--- config.mk ---
export PLATFORM = sky130hd
export DESIGN_NAME = seven_segment_scan_decoder
export DESIGN_NICKNAME = d
export VERILOG_FILES = /design/src/rtl/seven_seg_pkg.sv /design/src/rtl/seven_segment_pattern_decode.sv /design/src/rtl/seven_segment_scan_decoder.sv
export SDC_FILE = /design/constraint.sdc
export NUM_CORES = 1
export LEC_CHECK = 0
export CAP_MARGIN = 0
export CELL_PAD_IN_SITES_DETAIL_PLACEMENT = 0
export CELL_PAD_IN_SITES_GLOBAL_PLACEMENT = 1
export CORE_UTILIZATION = 30
export CTS_BUF_LIST = sky130_fd_sc_hd__clkbuf_16
export DETAILED_ROUTE_END_ITERATION = 16
export PLACE_DENSITY = 0.68
export SKIP_CTS_REPAIR_TIMING = 1
export SLEW_MARGIN = 20
export SYNTH_ARGS = -nofsm -noshare
export SYNTH_HDL_FRONTEND = slang
export SYNTH_HIERARCHICAL = 1
export SYNTH_SLANG_ARGS = --single-unit
--- constraint.sdc ---
create_clock -name clk -period 3.3 [get_ports clk]
set_input_delay 0.66 -clock clk [delete_from_list [all_inputs] [get_ports clk]]
set_output_delay 0.66 -clock clk [all_outputs]
set_load 0.02 [all_outputs]
--- src/rtl/seven_seg_pkg.sv ---
// seven_seg_pkg: segment patterns (bit0=a .. bit6=g) for digits 0-9 and the blank nibble, shared by encoder and decoder
package seven_seg_pkg;
    localparam logic [6:0] SEG_0 = 7'b0111111;
    localparam logic [6:0] SEG_1 = 7'b0000110;
    localparam logic [6:0] SEG_2 = 7'b1011011;
    localparam logic [6:0] SEG_3 = 7'b1001111;
    localparam logic [6:0] SEG_4 = 7'b1100110;
    localparam logic [6:0] SEG_5 = 7'b1101101;
    localparam logic [6:0] SEG_6 = 7'b1111101;
    localparam logic [6:0] SEG_7 = 7'b0000111;
    localparam logic [6:0] SEG_8 = 7'b1111111;
    localparam logic [6:0] SEG_9 = 7'b1101111;
    localparam logic [3:0] BLANK_NIBBLE = 4'hF;
endpackage

--- src/rtl/seven_segment_pattern_decode.sv ---
// seven_segment_pattern_decode: combinational segment pattern to digit value
//   pattern : 7-bit segment pattern, bit0=a .. bit6=g
//   legal   : pattern is one of the ten digit encodings
//   value   : decoded digit, BLANK_NIBBLE when illegal
module seven_segment_pattern_decode
    import seven_seg_pkg::*;
(
    input  logic [6:0] pattern,
    output logic       legal,
    output logic [3:0] value
);
    always_comb begin
        legal = 1'b1;
        value = BLANK_NIBBLE;
        case (pattern)
            SEG_0:   value = 4'd0;
            SEG_1:   value = 4'd1;
            SEG_2:   value = 4'd2;
            SEG_3:   value = 4'd3;
            SEG_4:   value = 4'd4;
            SEG_5:   value = 4'd5;
            SEG_6:   value = 4'd6;
            SEG_7:   value = 4'd7;
            SEG_8:   value = 4'd8;
            SEG_9:   value = 4'd9;
            default: legal = 1'b0;
        endcase
    end
endmodule

--- src/rtl/seven_segment_scan_decoder.sv ---
// seven_segment_scan_decoder: recovers digit values from a multiplexed 7-segment bus
//   clk, rst_n  : clock, asynchronous active-low reset
//   seg_input   : segment lines, bit0=a .. bit6=g
//   dig_sel     : one-hot digit strobe, bit i selects digit i
//   bin_output  : recovered digits, nibble i = digit i
//   digit_valid : nibble i holds a legal decoded value
//   frame_valid : pulse when every digit has been captured since the last pulse
//   err_pulse   : pulse on an illegal pattern or a multi-bit strobe
module seven_segment_scan_decoder
    import seven_seg_pkg::*;
#(
    parameter int NUM_DIGITS    = 4,
    parameter int STABLE_CYCLES = 4,
    parameter int CNT_W         = $clog2(STABLE_CYCLES + 1)
) (
    input  logic                    clk,
    input  logic                    rst_n,
    input  logic [6:0]              seg_input,
    input  logic [NUM_DIGITS-1:0]   dig_sel,
    output logic [4*NUM_DIGITS-1:0] bin_output,
    output logic [NUM_DIGITS-1:0]   digit_valid,
    output logic                    frame_valid,
    output logic                    err_pulse
);
    logic [6:0]            s_seg;
    logic [NUM_DIGITS-1:0] s_sel;
    logic [CNT_W-1:0]      cnt;
    logic [NUM_DIGITS-1:0] seen;
    logic                  legal;
    logic [3:0]            value;

    // Capture fires once per stable window: the counter saturates past the capture point.
    wire match    = (seg_input == s_seg) && (dig_sel == s_sel);
    wire capture  = match && (cnt == CNT_W'(STABLE_CYCLES - 1));
    wire one_hot  = $onehot(s_sel);
    wire multi    = (|s_sel) && !one_hot;
    wire [NUM_DIGITS-1:0] seen_next = seen | s_sel;

    seven_segment_pattern_decode u_decode (
        .pattern (s_seg),
        .legal   (legal),
        .value   (value)
    );

    always_ff @(posedge clk or negedge rst_n) begin
        if (!rst_n) begin
            s_seg       <= '0;
            s_sel       <= '0;
            cnt         <= '0;
            seen        <= '0;
            bin_output  <= {NUM_DIGITS{BLANK_NIBBLE}};
            digit_valid <= '0;
            frame_valid <= 1'b0;
            err_pulse   <= 1'b0;
        end else begin
            if (!match) begin
                s_seg <= seg_input;
                s_sel <= dig_sel;
                cnt   <= '0;
            end else if (cnt != CNT_W'(STABLE_CYCLES)) begin
                cnt <= cnt + CNT_W'(1);
            end
            err_pulse   <= capture && (multi || (one_hot && !legal));
            frame_valid <= capture && one_hot && (&seen_next);
            if (capture && one_hot) begin
                seen <= (&seen_next) ? '0 : seen_next;
                for (int i = 0; i < NUM_DIGITS; i++) begin
                    if (s_sel[i]) begin
                        bin_output[4*i +: 4] <= legal ? value : BLANK_NIBBLE;
                        digit_valid[i]       <= legal;
                    end
                end
            end
        end
    end
endmodule
==> results.txt <==
----------------------------------------------------
[Synth]
  Sequential cell area fraction in the yosys report ... 50.46%
  Async set-reset flop share out of synthesis ... 100.0%
  Average instance area after synthesis ... 12.57 µm²
  Number of enable flip-flop cells after synthesis ... 0
  Number of standard cells after synthesis ... 161
  Yosys cell types ... 40
  Netlist area before placement ... 2023 µm²
  Main synth FF type ... dfrtp_1
  Warnings, synthesis ... 6
  Synthesis-stage register bit count ... 40
  Net count after synthesis ... 181

[Placement]
  Weighted congestion at the end of routability-driven global placement ... 0.7734
  Port Buf Inserts ... 34
  Post-Place Setup Slack ... 246.5 ps
  Total half-perimeter wirelength after legalization and detailed placement ... 2.779 mm

[STA]
  Hold Vio Cnt, Final ... 0
  Aggregate negative setup slack ... 0 ps
  Slew at the pin with the worst max-slew slack ... 871.4 ps
  Time the worst path needs with I/O delays and setup ... 3016 ps
  Number of pins with negative max-slew slack in the final report ... 0
  Smallest setup slack after layout ... 284.2 ps
  Fraction of the cycle the final worst path needs ... 91.39%
  Achievable frequency ... 331.6 MHz
  Unrepaired setup endpoints after global routing ... no
  Final setup vio count ... 0
  Worst hold slack after final layout ... 492.9 ps
  Slew margin rel. ... 41.91%
  Post-Route Skew ... 5.638 ps

[Setup path]
  R2r endpoint ... digit_valid[0]
  Worst endpoint required time ... 3460 ps
  Start of the worst register-to-register path ... s_sel[0]
  Slack of the worst reg-to-reg path ... 280 ps
  Path type of the worst setup path ... flip-flop to flip-flop
  Highest fanout seen on the critical path ... 7
  Startpoint Class ... flip-flop
  Arrival time of data at the critical path endpoint ... 3180 ps
  Depth of the most critical reg-to-reg path ... 9
  Kind of capture point of the worst setup path ... flip-flop

[Global route]
  Global router's overall resource usage ... 12.33%
  Number of global-route vias before repair ... 1278
  Pin count of the biggest net entering global routing ... 41
  Wire length of the first global-routing pass ... 6.624 mm
  Total congestion overflow after global routing ... 0
  Initial antenna violation count ... 0

[Final layout]
  Share of the core filled with cells ... 40.33%
  Ant diodes ... 0
  Fraction of final layout cells with drive strength greater than 1 ... 28.27%
  Area of the multi-input gates ... 912.1 µm²
  Number of filler instances in the final layout ... 622
  Post-layout net count ... 210
  Synthesis-to-finish area growth ... 28.01%
  FF+latch area ... 1021 µm²

[Power and ir drop]
  Static power due to leakage ... 1.082 nW
  Pwr dens ... 456.1 nW/µm²
  Maximum VDD drop ... 0.2623 mV

[Drt]
  Total DRC errors in the routed layout ... 2
  Via count ... 1283
  Remaining antenna violation count after routing ... 0
  DR iter-0 viols ... 62
  Average wire per standard cell ... 14.53 µm
  Post-Route WL ... 3.894 mm
  Detailed-route vias per instance ... 4.787
  Router iterations before antenna repair ... 10

[CTS]
  Maximum count of clock buffers along a single path ... 2
  Clock insertion delay at the later pin of the skew report ... 280 ps
  Number of CTS-inserted buffers ... 5
  Clock-pin slew on the worst setup and hold paths ... 50 ps
  Buffer cell driving the clock tree root ... clkbuf_16
  Total clock sinks ... 40
  CTS tree ... yes
  Number of levels the H-tree was split into ... 2

[Worst hold path]
  Type of the most critical hold path ... input pin to asynchronous set/reset pin

[Die]
  Die Footprint ... 7076 µm²
  Starting density of the core ... 31.50%
  Die height ... 84.12 µm
  Top-Level Pins ... 35
  Std cell rows ... 29
  Area of the placeable core ... 6422 µm²
  Width of the chip ... 84.12 µm

[Run status]
  Failing checks ... design-rule violations
  Result of the run ... complete, but fails checks

[Job]
  Max capacitance violation total ... 0

----------------------------------------------------
==> cell type report <==
cell class / instances / share of cell area [%]
Inverter: 11 / 1.594
Multi-Input combinational cell: 98 / 35.22
Clock inverter: 2 / 1.304
Clock buffer: 6 / 5.797
Timing Repair Buffer: 34 / 12.95
Sequential cell: 40 / 39.42
Tap cell: 77 / 3.720
==> how the worst max path moves through the flow <==
stage	startpoint	endpoint	slack [ps]	cells after the start
global route	s_sel[0]	digit_valid[2]	60	9
global placement	s_sel[0]	digit_valid[2]	260	9
detailed placement	s_sel[0]	digit_valid[2]	250	9
finish	s_sel[0]	digit_valid[0]	280	9
floorplan	s_sel[0]	digit_valid[0]	550	9
CTS	s_sel[0]	digit_valid[2]	250	9
==> cells in the mapped netlist (all sizes together) (2+ instances only) <==
| master | n | share of area [%] |
|---|---|---|
| a21oi | 4 | 0.99 |
| clkbuf | 11 | 2.0 |
| dfrtp | 24 | 30 |
| dfstp | 16 | 21 |
| ha | 6 | 3.7 |
| inv | 11 | 2.0 |
| mux2 | 20 | 11 |
| nand2 | 5 | 0.93 |
| nand2b | 4 | 1.2 |
| nand3 | 8 | 2.2 |
| nand4 | 4 | 1.9 |
| nor2 | 2 | 0.37 |
| nor3b | 2 | 0.99 |
| nor4 | 5 | 4.5 |
| o21a | 4 | 1.5 |
| o21ai | 4 | 1.2 |
| o22a | 2 | 0.93 |
| o32ai | 2 | 0.87 |
| or3 | 2 | 0.87 |
| xnor2 | 13 | 5.6 |
==> cell usage in the layout (no fill, tap or decap), types with 5 or more instances in the layout <==
cell type / netlist / final
clkdlybuf4s50_1: 0 / 33
dfrtp_1: 24 / 24
mux2_2: 16 / 16
dfstp_2: 16 / 16
xnor2_1: 13 / 13
inv_1: 11 / 12
nand3_1: 7 / 7
ha_1: 6 / 6
clkbuf_16: 0 / 6
nand2_1: 5 / 5
==> sequential cells by signal, indices dropped and copies added (netlist names) <==
| signal | count |
|---|---|
| bin_output | 16 |
| s_seg | 7 |
| digit_valid | 4 |
| s_sel | 4 |
| seen | 4 |
| cnt | 3 |
| err_pulse | 1 |
| frame_valid | 1 |
==> stage by stage <==
stage	power, mW	std cells	instance area, µm²
finish	1.181	268	2590
global placement	0.6036	260	2406
CTS	1.198	268	2590
floorplan	0.5699	161	2023
detailed placement	0.6035	260	2406
global route	1.226	268	2590
==> kinds of logic (layout without fill, tap and decap cells) <==
group | after synthesis | count (layout) | synth area share, %
muxes | 20 | 20 | 11.13
AOI/OAI and AO/OA | 20 | 20 | 7.730
and+or+nand+nor | 38 | 38 | 15.89
DFF | 40 | 40 | 50.46
adders and majority gates | 7 | 7 | 4.700
xor gates and xnor gates | 13 | 13 | 5.628
buffers and inverters | 23 | 53 | 4.453
==> layer usage <==
layer	share of wire (%)	up-vias	global-route usage, %
met5	0	-	0
met4	1.6	0	4.702
met3	4.0	5	3.956
met2	44	28	18.18
met1	51	621	16.85
li1	-	629	-
==> power by group <==
part	total (mW)	leakage, nW	switching [mW]	internal, mW
clock network	0.588	0.0934	0.188	0.400
registers	0.512	0.475	0.0138	0.498
logic	0.0811	0.514	0.0452	0.0359
total	1.18	1.08	0.247	0.934
==> critical path: stages, from the launching register on <==
cell and delay [ps]:
dfrtp_1 400, inv_1 100, fa_1 530, inv_1 40, ha_1 170, ha_1 280
nor3b_2 410, nand3_1 180, nor4_4 400, mux2_2 390
Note: power is estimated with default switching activity, not from simulation.
